$ cat src/rtl/er_scheduler.sv
// ---------------------------------------------------------------------------
// er_scheduler
//
// Frame-locked launcher for the Earthrise drawing engine. On a qualifying
// frame_start it optionally kicks the canvas clear engine, then the Earthrise
// engine, and waits for each engine's done pulse before returning to IDLE.
// Frames that would have launched while a sequence is still running are
// counted as overruns and dropped.
//
// Parameters
//   FRAME_DIV  continuous mode draws once every FRAME_DIV due frames (1..255)
//   CLEAR_EN   1 = clear canvas before each draw, 0 = draw only
//   CNTW       width of frame_cnt / overrun_cnt
//
// Ports
//   clk_sys      in   system clock
//   rst_sys      in   asynchronous active-high reset
//   frame_start  in   one-cycle pulse at frame start (clk_sys domain)
//   sched_en     in   scheduler enable (level)
//   mode_cont    in   1 = continuous, 0 = one-shot
//   trig         in   one-cycle one-shot draw request
//   clr_start    out  one-cycle pulse to the clear engine
//   clr_done     in   one-cycle pulse, clear finished
//   er_start     out  one-cycle pulse to the Earthrise engine
//   er_done      in   one-cycle pulse, drawing list finished
//   busy         out  high while clearing or drawing
//   frame_cnt    out  completed draws (wrapping)
//   overrun_cnt  out  skipped due frames (wrapping)
// ---------------------------------------------------------------------------
module er_scheduler #(
    parameter int FRAME_DIV = 1,
    parameter int CLEAR_EN  = 1,
    parameter int CNTW      = 16
) (
    input  logic            clk_sys,
    input  logic            rst_sys,
    input  logic            frame_start,
    input  logic            sched_en,
    input  logic            mode_cont,
    input  logic            trig,
    output logic            clr_start,
    input  logic            clr_done,
    output logic            er_start,
    input  logic            er_done,
    output logic            busy,
    output logic [CNTW-1:0] frame_cnt,
    output logic [CNTW-1:0] overrun_cnt
);

    typedef enum logic [1:0] {
        ST_IDLE  = 2'd0,
        ST_CLEAR = 2'd1,
        ST_DRAW  = 2'd2
    } state_t;

    localparam logic [7:0] DIV_LAST = 8'(FRAME_DIV - 1);

    state_t          state_q, state_d;
    logic [7:0]      div_cnt_q, div_cnt_d;
    logic            pending_q, pending_d;
    logic            clr_start_q, clr_start_d;
    logic            er_start_q, er_start_d;
    logic [CNTW-1:0] frame_cnt_q, frame_cnt_d;
    logic [CNTW-1:0] overrun_cnt_q, overrun_cnt_d;

    logic frame_due;
    logic frame_go;
    logic launch;

    always_comb begin
        frame_due     = (div_cnt_q == DIV_LAST);
        // A frame that qualifies for a launch, regardless of the FSM state;
        // whether it launches or counts as an overrun is decided below.
        frame_go      = sched_en && frame_start && (mode_cont ? frame_due : pending_q);
        launch        = frame_go && (state_q == ST_IDLE);

        state_d       = state_q;
        clr_start_d   = 1'b0;
        er_start_d    = 1'b0;
        frame_cnt_d   = frame_cnt_q;
        overrun_cnt_d = overrun_cnt_q;

        // Decided on the registered state: a frame landing in the same cycle
        // as er_done still sees DRAW and is an overrun.
        if (frame_go && (state_q != ST_IDLE)) begin
            overrun_cnt_d = overrun_cnt_q + CNTW'(1);
        end

        case (state_q)
            ST_IDLE: begin
                if (launch) begin
                    if (CLEAR_EN != 0) begin
                        state_d     = ST_CLEAR;
                        clr_start_d = 1'b1;
                    end else begin
                        state_d    = ST_DRAW;
                        er_start_d = 1'b1;
                    end
                end
            end
            ST_CLEAR: begin
                if (clr_done) begin
                    state_d    = ST_DRAW;
                    er_start_d = 1'b1;
                end
            end
            ST_DRAW: begin
                if (er_done) begin
                    state_d     = ST_IDLE;
                    frame_cnt_d = frame_cnt_q + CNTW'(1);
                end
            end
            default: begin
                state_d = ST_IDLE;
            end
        endcase

        // The divider keeps counting in every mode and state so that the
        // continuous cadence stays locked to the frame stream.
        div_cnt_d = div_cnt_q;
        if (!sched_en) begin
            div_cnt_d = 8'd0;
        end else if (frame_start) begin
            div_cnt_d = frame_due ? 8'd0 : div_cnt_q + 8'd1;
        end

        // Single-level request latch; disabling the scheduler drops it.
        pending_d = pending_q;
        if (!sched_en) begin
            pending_d = 1'b0;
        end else begin
            if (launch) begin
                pending_d = 1'b0;
            end
            if (trig && !mode_cont) begin
                pending_d = 1'b1;
            end
        end
    end

    always_ff @(posedge clk_sys or posedge rst_sys) begin
        if (rst_sys) begin
            state_q       <= ST_IDLE;
            div_cnt_q     <= 8'd0;
            pending_q     <= 1'b0;
            clr_start_q   <= 1'b0;
            er_start_q    <= 1'b0;
            frame_cnt_q   <= '0;
            overrun_cnt_q <= '0;
        end else begin
            state_q       <= state_d;
            div_cnt_q     <= div_cnt_d;
            pending_q     <= pending_d;
            clr_start_q   <= clr_start_d;
            er_start_q    <= er_start_d;
            frame_cnt_q   <= frame_cnt_d;
            overrun_cnt_q <= overrun_cnt_d;
        end
    end

    assign clr_start   = clr_start_q;
    assign er_start    = er_start_q;
    assign busy        = (state_q != ST_IDLE);
    assign frame_cnt   = frame_cnt_q;
    assign overrun_cnt = overrun_cnt_q;

endmodule

$ cat config.mk
export PLATFORM = sky130hd
export DESIGN_NAME = er_scheduler
export DESIGN_NICKNAME = d
export VERILOG_FILES = /design/src/rtl/er_scheduler.sv
export SDC_FILE = /design/constraint.sdc
export NUM_CORES = 1
export LEC_CHECK = 0
export CORE_MARGIN = 1
export CORE_UTILIZATION = 55
export CTS_CLUSTER_SIZE = 10
export DETAILED_ROUTE_END_ITERATION = 6
export PLACE_DENSITY = 0.84
export SYNTH_ARGS = -nofsm -noshare
export SYNTH_HDL_FRONTEND = slang
export SYNTH_SLANG_ARGS = --single-unit
$ cat constraint.sdc
create_clock -name clk_sys -period 3.3 [get_ports clk_sys]
set_clock_uncertainty 0.05 [all_clocks]
set_input_delay 0.66 -clock clk_sys [delete_from_list [all_inputs] [get_ports clk_sys]]
set_output_delay 0.66 -clock clk_sys [all_outputs]
set_load 0.02 [all_outputs]
# Word-level counts from Yosys, hierarchy flattened
# Cells that the tools add are included.
# totals
regBits,45
output_inout_bits,35
word_cells,43
input_bits,8
# op_classes
addsub,3
eq_ne,7
n_reduce_logical,11
mux,15
# op_table
cell,n
"adder 16 x 1 -> 16 bit, second input constant",2
2-to-1 mux 8 bit,3
"adder 8 x 1 -> 8 bit, second input constant",1
logical NOT 8 bit,1
2-to-1 mux 1 bit,8
"inequality test 2 bit, second input constant",4
2-to-1 mux 2 bit,3
one-hot mux 2 bit (3 select lines),1
logical AND 1 bit,5
"inequality test 3 x 1 -> 1 bit, second input constant",1
AND reduction 3 bit,1
"== test 2 x 1 -> 1 bit, second input constant",1
"== test 2 bit, second input constant",1
logical NOT 2 bit,1
AND reduction 2 bit,1
nonzero test 2 bit,1
logical NOT 1 bit,1

# Logic depth before layout (Yosys ltp)
# Gate-level depths: netlist of run 1.
# depth
ltp_word,7
mapped_depth,7

# Worst setup path before layout of run 1
# OpenSTA, ideal clock, no wires.
# synth_path
path_type,flip-flop to flip-flop
startpoint,reg div_cnt_q[0]
endpoint,reg div_cnt_q[4]
required_ns,3.126
arrival_time_ns,1.828
path_buffers,0
setup_ns,0.124
slack_ns,1.298
stages_incl_launch_ff,7
synth_period_minus_slack_ns,2.002
path_cell_list,dfrtp_1 > inv_1 > ha_1 > or4b_4 > o41ai_4 > nor3_1 > a211o_1
# synth_between
elab_chain_len,4
word_cells_on_any_way,5
# synth_lines
item,line_no,rtl
start: declaration,59,"logic [7:0] div_cnt_q, div_cnt_d;"
start signal: assignment,152,div_cnt_q <= div_cnt_d;
adder 8 x 1 -> 8 bit or logical NOT 8 bit (tied branches),"124, 71",
2-to-1 mux 8 bit (*),124,div_cnt_d = frame_due ? 8'd0 : div_cnt_q + 8'd1;
2-to-1 mux 8 bit (*),123,end else if (frame_start) begin
2-to-1 mux 8 bit (*),121,if (!sched_en) begin
# Mark *: on every way between the ends. The rest lies on a longest branch, timed or not. The select of a mux whose other input is x is not followed.
# A chain may end at the register's enable or synchronous reset.

# Final worst setup path of run 1
# layout_path
startpoint,in mode_cont
endpoint,"reg overrun_cnt_q[1], in the netlist overrun_cnt[1]"
# layout_between
elab_chain_len,3
# layout_lines
item,line_no,rtl
start: declaration,39,"input logic mode_cont,"
2-to-1 mux 1 bit,74,frame_go = sched_en && frame_start && (mode_cont ? frame_due : pending_q);
logical AND 1 bit,74,
logical AND 1 bit,85,if (frame_go && (state_q != ST_IDLE)) begin
end signal: assignment,157,overrun_cnt_q <= overrun_cnt_d;
end: declaration,64,"logic [CNTW-1:0] overrun_cnt_q, overrun_cnt_d;"
# No other way between the ends.

==> qor.csv, run 1 <==
metric,value,unit
r2r_end,overrun_cnt[1],
synth_fp_nets,207,
path_clk_slew,0.09,ns
cts_buffers,5,
p_sw_share,27.3,%
combinationalPowerShare,18.8,%
avgRoutedWirePerCell,14.7,um
die_area,0.00418,sq mm
nets,252,
fillers,286,
dp.final_hpwl,3060,um
grt_usage,23.7,%
cts_root_buffer,clkbuf_8,
syn_area,0.00216,sq mm
diodes,0,
core_area,0.00372,sq mm
die_y,64.6,um
drc,0,
finalSetupViolCount,0,
fmax,401,MHz
ys_ff_latch,45,
rr_startpoint,div_cnt_q[0],
drv_cap,0,
peakVddDrop,382,uV
antenna_found_initial,0,
crit_family,simple AND/OR/NAND/NOR gates,
grt_overflow,0,
start_kind,primary input,
grt_start_max_net_pins,24,
cpMaxStageDelayCell,clkdlybuf4s50_1,
drive_above_1_share,6.64,%
internal-power,937,uW
vias,1590,
cts_resized,0,
crit_cells,5,
cts_tree,built,
dp_cells,281,
syn_inst,195,
critPathCaptureType,flop,
gp_congestion,0.781,
r2r_cells,6,
leakage,0.00120,uW
crit_type,in2reg,
status,"finished, final reports clean",
ys_async_sr_fraction,100,%
path_cells,"clkdlybuf4s50_1, or4b_1, o22ai_4, nand3_1, mux2_2",
cts_max_level,2,
port_buffers,42,
slew_viol_final,0,
hold_violations,0,
grt_pass1_wl,7550,um
power_frac_seq,49.5,%
hold_buffers,0,
fin_crit_sh,75.5,%
synth_area_leaders,"dfrtp_1, xnor2_1, nand3_1",
critical-path-max-stage-delay,0.55,ns
io_pins,43,
rsz0062_at_grt,false,
arrival,2.63,ns
crit_fanout,17,
start_util,58.0,%
synth.distinct_cells,39,
r2r_setup_slack,1.06,ns
worst_hold_slack,0.430,ns
syn2layout_area_growth,26.9,%
drt_first_pass_iters,4,
synth-seq-area-share,52.2,%
hold_class,reg2reg,
p_sw,353,uW
fin_tns_setup,0,ns
startpoint,mode_cont,
crit_buf_inv,1,
fp-row-count,22,
crit_end,overrun_cnt[1],
cts_buffer_depth,2,
stdcell_count,289,
cp.required,3.44,ns
hp-start,overrun_cnt[15],
detailedPlace.worstSlack,0.514,ns
grt_pass1_vias,1661,
maxSlewHeadroom,44.9,%
clock-sinks,45,
p_per_area,471,mW/mm^2
clk_latency,0.29,ns
worstMarginPinSlew,0.822,ns
viasPerCell,5.50,
post-cts-setup-buffers,0,
synth_edf_count,0,
synth.top_cell.area_share,52.2,%
synth_top_area_cell,dfrtp_1,
synth-warning-count,0,
drt_iter0_markers,90,
ys.flop_type,dfrtp_1,
clkPwrFrac,31.8,%
ant_nets,0,
worst_slack,0.809,ns
period_minus_slack,2.49,ns
routed_wl,4260,um
die_x,64.6,um
syn-mean-instance-area,11.1,sq um
[metal layers]
| metal | vias up | wire (um) | track usage (%) |
|---|---|---|---|
| met5 | - | 0 | 0 |
| met4 | 0 | 62 | 9.17 |
| met3 | 7 | 115 | 5.11 |
| met2 | 28 | 2110 | 37.2 |
| met1 | 777 | 1970 | 32.0 |
| li1 | 778 | - | - |
[flip-flops by register name, summed over array words and instances (netlist names)]
signal and flops:
div_cnt_q 8, state_q 2, pending_q 1, er_start 1, frame_cnt 16, overrun_cnt 16
clr_start 1
[stage by stage]
| step | power [uW] | cell area, sq um | utilization, % |
|---|---|---|---|
| after floorplan | 777 | 2160 | - |
| after global placement | 887 | 2630 | 70.6 |
| after detailed placement | 893 | 2630 | 70.6 |
| after CTS | 1300 | 2740 | 73.6 |
| after global routing | 1350 | 2740 | 73.6 |
| final | 1290 | 2740 | 73.6 |
[layout by cell type, fill, tap and decap left out, types with 3 or more instances in the layout]
cell type / count
nor3_1: 5
clkbuf_8: 5
and4_1: 6
xnor2_1: 24
xor2_1: 7
clkdlybuf4s50_1: 42
nand4b_1: 3
nor2_1: 7
inv_1: 5
o21ai_0: 4
dfrtp_1: 45
nand3_1: 15
ha_1: 4
nand2_1: 17
nand4_1: 11
and3_1: 7
[synthesized netlist by cell type, types with 2 or more instances]
| cell | instances |
|---|---|
| ha_1 | 4 |
| mux2_2 | 2 |
| nand4_1 | 11 |
| xor2_1 | 7 |
| nand4b_1 | 3 |
| clkbuf_1 | 4 |
| nor2_1 | 7 |
| and4_1 | 6 |
| a21o_1 | 2 |
| and3_1 | 7 |
| o21bai_1 | 2 |
| dfrtp_1 | 45 |
| nand2b_1 | 2 |
| or2_2 | 2 |
| nor3_1 | 5 |
| o21ai_0 | 4 |
| xnor2_1 | 24 |
| nor2b_1 | 2 |
| nand2_1 | 17 |
| inv_1 | 6 |
| nand3_1 | 15 |
[worst min path at each step]
stage,depth (start not counted),endpoint,slack (ns)
3_5_place_dp,1,overrun_cnt[15],0.42
4_1_cts,1,overrun_cnt[15],0.43
2_1_floorplan,1,state_q[0],0.43
5_1_grt,1,overrun_cnt[15],0.45
6_report,1,overrun_cnt[15],0.43
3_3_place_gp,1,frame_cnt[15],0.41
[cell families after synthesis]
family | share of synthesized area (%)
simple gates | 22.3
flops | 52.2
xor+xnor | 12.6
compound gates | 7.19
buf+inv | 2.32
fa+ha+maj | 2.32
mux | 1.04
[power groups by stage]
stage / Combinational (uW) / Sequential, uW / Clock, uW
after floorplan: 91.9 / 685 / 0
after global placement: 238 / 649 / 0
after detailed placement: 243 / 650 / 0
after CTS: 245 / 639 / 415
after global routing: 265 / 645 / 439
final: 242 / 638 / 410
[layout make-up]
class                   count  area, sq um  share of cell area [%]
clock inverters             2         38.8                    1.42
inverters                   6         22.5                   0.823
repair buffers             44          435                    15.9
multi-input cells         138          981                    35.8
flip-flops and latches     45         1130                    41.2
clock buffers               6         72.6                    2.65
well taps                  48         60.1                    2.19
No activity file was read; power rests on OpenSTA's default activity.
==> inputs of run 2 (changes only) <==
- CORE_UTILIZATION: 55 -> 46
- PLACE_DENSITY: 0.84 -> 0.75
- clock period: 3.3 -> 2.21 ns (I/O delays scaled with it)
==> qor.csv, run 2 (same netlist as run 1, synthesis figures left out) <==
metric,value,unit
drt_first_pass_iters,6,
avgRoutedWirePerCell,14.2,um
finalSetupViolCount,0,
path_clk_slew,0.08,ns
period_minus_slack,2.14,ns
routed_wl,4320,um
cp.required,2.34,ns
grt_usage,18.8,%
nets,266,
crit_buf_inv,2,
grt_pass1_vias,1538,
viasPerCell,5.41,
ant_nets,0,
drv_cap,0,
grt_overflow,0,
start_kind,flop,
crit_family,compound AO/OA/AOI/OAI gates,
diodes,0,
violations,DRC,
cts_buffer_depth,2,
seq_area,0.00113,sq mm
fp-row-count,24,
final_common_cell,dfrtp_1,
port_buffers,42,
slew_viol_final,0,
syn2layout_area_growth,30.8,%
hold_class,reg2reg,
vias,1651,
finalPower,1800,uW
fillers,366,
grt_start_max_net_pins,46,
cts_tree,built,
grt_pass1_wl,7270,um
clock-sinks,45,
hold_buffers,0,
start_util,48.5,%
status,finished with violations,
path_cells,"inv_2, ha_1, or4b_4, o41ai_4, buf_4, o21bai_1, a21o_1",
antenna_found_initial,0,
crit_fanout,6,
core_area,0.00444,sq mm
critPathCaptureType,flop,
fmax,467,MHz
peakVddDrop,468,uV
arrival,2.27,ns
cts_max_level,2,
fin_tns_setup,0,ns
drc,6,
dp.final_hpwl,3110,um
die_x,70.5,um
p_per_area,637,mW/mm^2
cpMaxStageDelayCell,or4b_4,
crit_type,reg2reg,
die_area,0.00497,sq mm
maxSlewHeadroom,63.7,%
critical-path-max-stage-delay,0.51,ns
hold_violations,0,
gp_congestion,0.771,
cts_root_buffer,clkbuf_8,
worstMarginPinSlew,0.545,ns
fin_crit_sh,96.8,%
drt_iter0_markers,59,
die_y,70.5,um
io_pins,43,
cts_buffers,5,
clk_latency,0.29,ns
final_util,63.5,%
drive_above_1_share,11.9,%
multi_input_area,981,sq um
final_cell_mix,"dfrtp_1, clkdlybuf4s50_1, xnor2_1, nand2_1",
leakage,0.00127,uW
## run 2: changes by cell type in the layout (fill, tap and decap cells not counted)
cell | previous run | this run
buf_4 | 2 | 15
buf_12 | 0 | 1
bufinv_16 | 1 | 0
clkbuf_1 | 1 | 0
clkinv_1 | 1 | 0
clkinv_2 | 0 | 1
clkinv_4 | 1 | 0
inv_2 | 0 | 1
## run 2: area by class of cell
class / instances / share of cell area [%]
Clock buffer: 5 / 2.44
Clock inverter: 1 / 0.177
Inverter: 6 / 0.798
Multi-Input combinational cell: 138 / 34.8
Sequential cell: 45 / 39.9
Tap cell: 52 / 2.31
Timing Repair Buffer: 58 / 19.6
## run 2: what timing repair did
action / 4_1_cts / 5_1_grt
setup endpoints to repair: 0 / 2
gates resized for setup: 0 / 1
buffers inserted: 0 / 2
## run 2: worst paths after layout
| check | startpoint | endpoint | slack, ns | depth (start not counted) |
|---|---|---|---|---|
| worst min-delay path | frame_cnt[15] | frame_cnt[15] | 0.42 | 1 |
| worst max register to register | div_cnt_q[1] | div_cnt_q[2] | 0.07 | 7 |
| worst max-delay path | div_cnt_q[1] | div_cnt_q[2] | 0.07 | 7 |
| min in group asynchronous | rst_sys | frame_cnt[5] | 0.54 | 3 |
| worst min register to register | frame_cnt[15] | frame_cnt[15] | 0.42 | 1 |
| max in group asynchronous | rst_sys | overrun_cnt[6] | 1.19 | 3 |
## run 2: through the flow
step	setup WS [ns]	area, sq um	hold WS, ns	std cells
3_5_place_dp	0.00900	2730	0.417	297
4_1_cts	0.0678	2810	0.428	303
5_1_grt	-0.0216	2820	0.445	305
6_report	0.0702	2820	0.421	305
3_3_place_gp	0.0352	2730	0.410	297
2_1_floorplan	0.208	2160	0.435	195
## run 2: report_power, final
part	internal [uW]	switching [uW]
Clock	208	252
Sequential	882	65.5
Combinational	192	196
## run 2: routing by layer
layer,part of all wire (%),vias up,GRT usage (%)
met5,0,-,0
met4,0.49,0,4.76
met3,4.3,2,4.33
met2,47,43,30.0
met1,48,802,25.9
li1,-,804,-
==> inputs of run 3 (changes only) <==
- CORE_UTILIZATION: 46 -> 40
- GPL_ROUTABILITY_DRIVEN: unset -> 0
- PLACE_DENSITY: 0.75 -> 0.67
==> qor.csv, run 3 (same netlist as run 1, synthesis figures left out) <==
metric,value,unit
status,"finished, final reports clean",
fillers,483,
start_kind,flop,
crit_family,compound AO/OA/AOI/OAI gates,
fmax,472,MHz
nets,264,
dpl_cell_area,0.00275,sq mm
critPathCaptureType,flop,
drive_above_1_share,10.7,%
multi_input_area,981,sq um
crit_type,reg2reg,
seq_area,0.00113,sq mm
p_sw_share,29.0,%
die_y,75.4,um
antenna_found_initial,0,
p_sw,530,uW
top_layer,met4,
stdcell_count,323,
power_frac_seq,52.1,%
finalSetupViolCount,0,
internal-power,1300,uW
stdcell_area,0.00285,sq mm
hold_class,in2async,
clk_latency,0.30,ns
cts_buffers,5,
vias,1625,
peakVddDrop,356,uV
start_util,42.0,%
grt_start_max_net_pins,32,
detailedPlace.worstSlack,0.00788,ns
fin_crit_sh,95.8,%
viasPerCell,5.03,
grt_pass1_vias,1530,
drt_iter0_markers,63,
hold_violations,0,
met3_length,216,um
cts_buffer_depth,2,
grt_usage,16.8,%
maxSlewHeadroom,62.3,%
routed_wl,4310,um
diodes,0,
clkPwrFrac,26.9,%
crit_fanout,4,
p_per_area,639,mW/mm^2
slew_viol_final,0,
core_area,0.00514,sq mm
cpMaxStageDelayCell,or4b_4,
dp_cells,313,
wl_met2,1890,um
drc,0,
period_minus_slack,2.12,ns
die_area,0.00569,sq mm
drv_cap,0,
final_util,55.5,%
ant_nets,0,
worst_hold_slack,0.393,ns
fp-row-count,26,
avgRoutedWirePerCell,13.3,um
dp.final_hpwl,3130,um
drt_first_pass_iters,4,
combinationalPowerShare,21.0,%
arrival,2.26,ns
die_x,75.4,um
worst_slack,0.0921,ns
syn2layout_area_growth,32.3,%
crit_buf_inv,2,
critical-path-max-stage-delay,0.51,ns
final_cell_mix,"dfrtp_1, clkdlybuf4s50_1, xnor2_1, nand2_1, nand3_1",
io_pins,43,
clock-sinks,45,
worstMarginPinSlew,0.563,ns
rr_startpoint,div_cnt_q[1],
final_common_cell,dfrtp_1,
cts_tree,built,
wl_met1,2140,um
path_cells,"inv_1, ha_1, or4b_4, o41ai_4, buf_4, o21bai_1, a21o_1",
cp.required,2.35,ns
grt_overflow,0,
path_clk_slew,0.08,ns
hold_buffers,0,
port_buffers,42,
startpoint,div_cnt_q[1],
cts_max_level,2,
leakage,0.00127,uW
grt_pass1_wl,7000,um
cts_root_buffer,clkbuf_8,
## run 3: cell type report
| type | instances | share of cell area [%] |
|---|---|---|
| clock buffers | 7 | 2.67 |
| clock inverters | 1 | 0.263 |
| inverters | 6 | 0.789 |
| multi-input cells | 138 | 34.4 |
| flip-flops and latches | 45 | 39.5 |
| well taps | 70 | 3.07 |
| repair buffers | 56 | 19.4 |
## run 3: power by group through the flow
stage	Combinational [uW]	Clock, uW	Sequential (uW)
after floorplan	137	0	1020
after global placement	379	0	970
after detailed placement	384	0	968
after CTS	388	511	953
after global routing	415	546	961
final	383	491	951
## run 3: metrics by stage
stage	TNS, ns	power (uW)
2_1_floorplan	0	1160
3_3_place_gp	0	1350
3_5_place_dp	0	1350
4_1_cts	0	1850
5_1_grt	-0.00471	1920
6_report	0	1820
## run 3: what timing repair did
| action | 4_1_cts | 5_1_grt |
|---|---|---|
| endpoints found under the setup margin | 0 | 2 |
| setup buffers | 0 | 2 |
| gates resized for setup | 0 | 1 |
## run 3: routing by layer
metal / up-vias / global-route usage [%]
li1: 804 / -
met1: 770 / 23.1
met2: 45 / 25.2
met3: 6 / 4.76
met4: 0 / 6.79
met5: - / 0
## run 3: path summary, 6_finish.rpt
kind / to / slack, ns / cells after the start
worst max-delay path: div_cnt_q[2] / 0.09 / 7
worst min-delay path: frame_cnt[15] / 0.39 / 2
worst max register to register: div_cnt_q[2] / 0.09 / 7
worst min register to register: frame_cnt[15] / 0.43 / 1
max in group asynchronous: div_cnt_q[6] / 1.21 / 3
min in group clk_sys: frame_cnt[15] / 0.43 / 1
## run 3: worst reg2reg max path: cells and delay by family, from the launching register on
kind | cells | cell delay (ns)
AO/OA/AOI/OAI | 3 | 0.65
buffers and inverters | 2 | 0.27
flip-flops | 1 | 0.41
AND/OR/NAND/NOR | 1 | 0.51
adder cells (fa/ha/maj) | 1 | 0.13
==> RTL change 1, RTL diff (config.mk and constraints of run 1) <==
Make the reset (`rst_sys`) synchronous in one clocked block. Comments in the files are not updated.
--- a/src/rtl/er_scheduler.sv
+++ b/src/rtl/er_scheduler.sv
@@ -138,7 +138,7 @@
         end
     end
 
-    always_ff @(posedge clk_sys or posedge rst_sys) begin
+    always_ff @(posedge clk_sys) begin
         if (rst_sys) begin
             state_q       <= ST_IDLE;
             div_cnt_q     <= 8'd0;
Formal check against the unedited RTL: differs if rst_sys is asserted again (counterexample within 4 cycles, from zero or initial values and one cycle with rst_sys high); with rst_sys held inactive, the same outputs for 10 cycles.
==> RTL change 1 against run 1 <==
Global-route usage rose by 0.91 points; non-clock buffer count rose by 2; sequential cell count did not move; worst hold slack got worse by 7.4 ps; sequential share of layout area fell by 7.6 points; utilization fell by 0.91 points; critical path depth did not move; area after synthesis fell by 0.81%; cell area fell by 2.0%; routed wire length rose by 9.8%; worst setup slack improved by 93 ps.
Power is not compared: it rests on default switching activity, and its combinational part moved more than twofold at a synthesized area within 25%.
==> RTL change 1: results <==
[logic_synthesis]
synth_compound_area_share_pct = 12.63
syn_nets = 252
synthTopCellsByArea = "dfxtp_1 (42%), xor2_1 (5.3%), o31ai_1 (4.9%)"
synth_commonest_cells = "dfxtp_1 (45), nor2_1 (22), a21oi_1 (20)"
synth_xor_xnor_area_share_pct = 6.959
synthMuxAreaShare_pct = 2.515
synth-seq-area-share_pct = 42.11
ys_async_sr_fraction_pct = 0
synth.distinct_cells = 37
yosys.area_share.adder_pct = 2.339

[detailed_routing]
drt_iter0_drc = 126
drt_wl_total_um = 4674
routed_via_density = 5.833
first_pass_iters = 4

[grt]
grt.total_usage_pct = 24.57
grt_pass1_vias = 1672
grt_max_degree = 35
grt_pass1_wl_um = 7817

[cells_and_area]
drive_gt1_share_pct = 6.738
fin_nets = 294

[setup_path]
arrival_ps = 2540
r2r-start = "state_q[1]"
cp_max_fo = 5
crit_start = "er_done"

[clock_tree]
post_cts_resize_count = 0
cts_buffers = 5

[power]
peakVddDrop_v = 0.0003276

[place]
gp_congestion = 0.7977
dpl.hpwl_um = 3224

[worst_hold_path]
min-delay-start = "pending_q"

[sta]
slew_headroom_pct = 55.11

[status]
outcome = "complete, no violations"
RTL change 1: critical path, stage by stage:
cell,delay (ps)
clkdlybuf4s50_1,530
nand4b_1,200
nor4_1,650
nand3_1,190
mux2_2,300
RTL change 1: cell type report:
class	count	area, um^2
clock buffer	7	86.33
fill	300	1006
inverter	3	11.26
multi-input combinational	181	1174
sequential	45	900.9
tap	48	60.06
timing repair buffer	46	450.4
RTL change 1: final timing paths:
| path | slack (ps) | end | depth (start not counted) |
|---|---|---|---|
| worst min-delay path | 420 | pending_q | 2 |
| worst min register to register | 420 | pending_q | 2 |
| worst max register to register | 1290 | frame_cnt[15] | 4 |
| worst max-delay path | 900 | frame_cnt[15] | 5 |
RTL change 1: through the flow:
step	area, um^2	power, mW	hold WS (ps)	instances	worst slack, ps
CTS	2683	0.9475	427.5	330	938.8
floorplan	2140	0.5927	387.5	240	1335
finish	2683	0.9459	423.1	330	901.7
detailed placement	2596	0.6121	412.2	323	701.7
global route	2683	0.9826	448.0	330	822.3
global placement	2596	0.6115	406.7	323	800.4
RTL change 1: cell families after synthesis:
family / Yosys count
adder cells (fa/ha/maj): 4
AO/OA/AOI/OAI: 43
buffers and inverters: 14
XOR/XNOR: 17
AND/OR/NAND/NOR: 112
multiplexers: 5
flip-flops: 45
RTL change 1: power groups by stage:
stage / Sequential [mW] / Combinational, mW / Clock [mW]
detailed placement: 0.561 / 0.0511 / 0
global placement: 0.561 / 0.0506 / 0
CTS: 0.548 / 0.0513 / 0.348
global route: 0.549 / 0.0566 / 0.377
finish: 0.548 / 0.0512 / 0.347
floorplan: 0.560 / 0.0324 / 0
RTL change 1: layer usage:
layer	vias to the layer above	routed length (um)	GRT usage (%)
li1	975	-	-
met1	906	2159	31.24
met2	37	2297	40.79
met3	7	137	4.286
met4	0	79	10.00
met5	-	0	0
==> RTL change 2, RTL diff (config.mk and constraints of run 1) <==
Without the edit above. Set the parameter `CLEAR_EN` to 0 (it was 1). Comments in the files are not updated.
--- a/src/rtl/er_scheduler.sv
+++ b/src/rtl/er_scheduler.sv
@@ -29,7 +29,7 @@
 // ---------------------------------------------------------------------------
 module er_scheduler #(
     parameter int FRAME_DIV = 1,
-    parameter int CLEAR_EN  = 1,
+    parameter int CLEAR_EN  = 0,
     parameter int CNTW      = 16
 ) (
     input  logic            clk_sys,
Behaviour: not the same (Yosys sat finds a counterexample within 4 cycles, from zero or initial values and one cycle with rst_sys high).
==> RTL change 2 against run 1 <==
Routed wire length is 5.1% lower; fmax is 4.6% higher; combinational power hardly changed; via count is 0.57% lower; sequential cell count is 2 lower; power is 8.1% lower; cell area is 5.2% lower; non-clock buffer count is 2 lower; area after synthesis is 4.8% lower; first-iteration DRC count is 2.2% lower; worst setup slack better by 110 ps; critical path type unchanged.
==> RTL change 2: results <==
[status]
outcome = "complete, no violations"

[place]
io_buffers = 40
dpl.hpwl_um = 2968
dpl-instance-area_um2 = 2510
gp_congestion = 0.8878
pre_cts_ws_ps = 609.3

[detailed_routing]
first_pass_iters = 4
drt_wl_total_um = 4041
routed_via_density = 5.687
drt_iter0_drc = 88

[cells_and_area]
inv_count = 5
final-nonclk-buf-share_pct = 16.01
fillers = 261
fin_nets = 243
regArea_um2 = 1076
seq_cells = 43
clockNetworkAreaShare_pct = 3.279
syn_to_final_growth_pct = 26.39
clock_buffers = 6
drive_gt1_share_pct = 8.621
nNonClkBuffers = 42
multi_input_area_share_pct = 36.31
antenna_cells = 0
nMultiInputCombCells = 134

[grt]
grt_pass1_wl_um = 7058
antenna_found_initial = 0
grt.total_usage_pct = 22.95
grt_max_degree = 44
grt_pass1_vias = 1581

[logic_synthesis]
ys_async_sr_fraction_pct = 100.0
synthTopCellsByArea = "dfrtp_1 (52%), xnor2_1 (8.1%), xor2_1 (5.1%)"
yosys_warnings = 0
synth.distinct_cells = 37
syn_nets = 197
synth-seq-area-share_pct = 52.41
synth_commonest_cells = "dfrtp_1 (43), xnor2_1 (19), nand3_1 (17)"

[setup_path]
cp_max_fo = 5
critPathTopFamily = "simple AND/OR/NAND/NOR gates"
arrival_ps = 2520
slowest_stage = "clkdlybuf4s50_1"
max_stage_delay_ps = 570

[clock_tree]
htreeDepth = 2
post_cts_resize_count = 0
cts_setup_buffers = 0
cts_buffers = 5
clock_latency_ps = 290
clk_pin_slew_ps = 80
cts_root_buf = "clkbuf_8"
cts_buffer_depth = 2

[worst_hold_path]
hp-class = "flip-flop to flip-flop"

[sta]
worstMarginPinSlew_ps = 785.5

[floorplanning]
die_area_um2 = 3982

[power]
peakVddDrop_v = 0.0004422
sw_frac_of_total_pct = 29.60
p_leak_nw = 1.153
-- RTL change 2: cell count changes in the layout (fill, tap and decap cells not counted), moves of 4 or more --
cell     before  now
and4_1        6    2
xor2_1        7   12
nor4_1        0    5
xnor2_1      24   19
-- RTL change 2: power groups by stage --
| stage | Combinational [mW] | Clock [mW] | Sequential (mW) |
|---|---|---|---|
| after floorplan | 0.0801 | 0 | 0.671 |
| after global placement | 0.234 | 0 | 0.626 |
| after detailed placement | 0.244 | 0 | 0.628 |
| after CTS | 0.247 | 0.332 | 0.618 |
| after global routing | 0.264 | 0.355 | 0.627 |
| final | 0.242 | 0.325 | 0.618 |
-- RTL change 2: worst paths after layout --
path                               start              to  slack [ps]  cells after the start
max reg2reg                 div_cnt_q[0]  overrun_cnt[1]        1220                      6
max in group asynchronous        rst_sys    frame_cnt[0]        2070                      3
min reg2reg                frame_cnt[15]   frame_cnt[15]         420                      1
max                            mode_cont  overrun_cnt[1]         920                      5
min in group asynchronous        rst_sys   frame_cnt[15]         770                      3
min                        frame_cnt[15]   frame_cnt[15]         420                      1
-- RTL change 2: per-layer routing --
metal  vias up  GRT usage [%]  share of wire [%]
met4         0          5.233                1.0
met2        48          41.40                 52
met1       773          27.36                 43
li1        753              -                  -
met3         7          5.435                4.4
met5         -              0                  0
-- RTL change 2: cell families after synthesis --
family | share of synthesized area [%]
AND/OR/NAND/NOR | 21.39
flip-flops | 52.41
XOR/XNOR | 13.22
AO/OA/AOI/OAI | 6.521
buffers and inverters | 1.706
adder cells (fa/ha/maj) | 2.438
multiplexers | 2.133
other | 0.1826
-- RTL change 2: per-stage QoR --
step,std cells,power [mW]
5_1_grt,278,1.246
4_1_cts,278,1.197
2_1_floorplan,185,0.7512
6_report,278,1.186
3_3_place_gp,270,0.8597
3_5_place_dp,270,0.8727
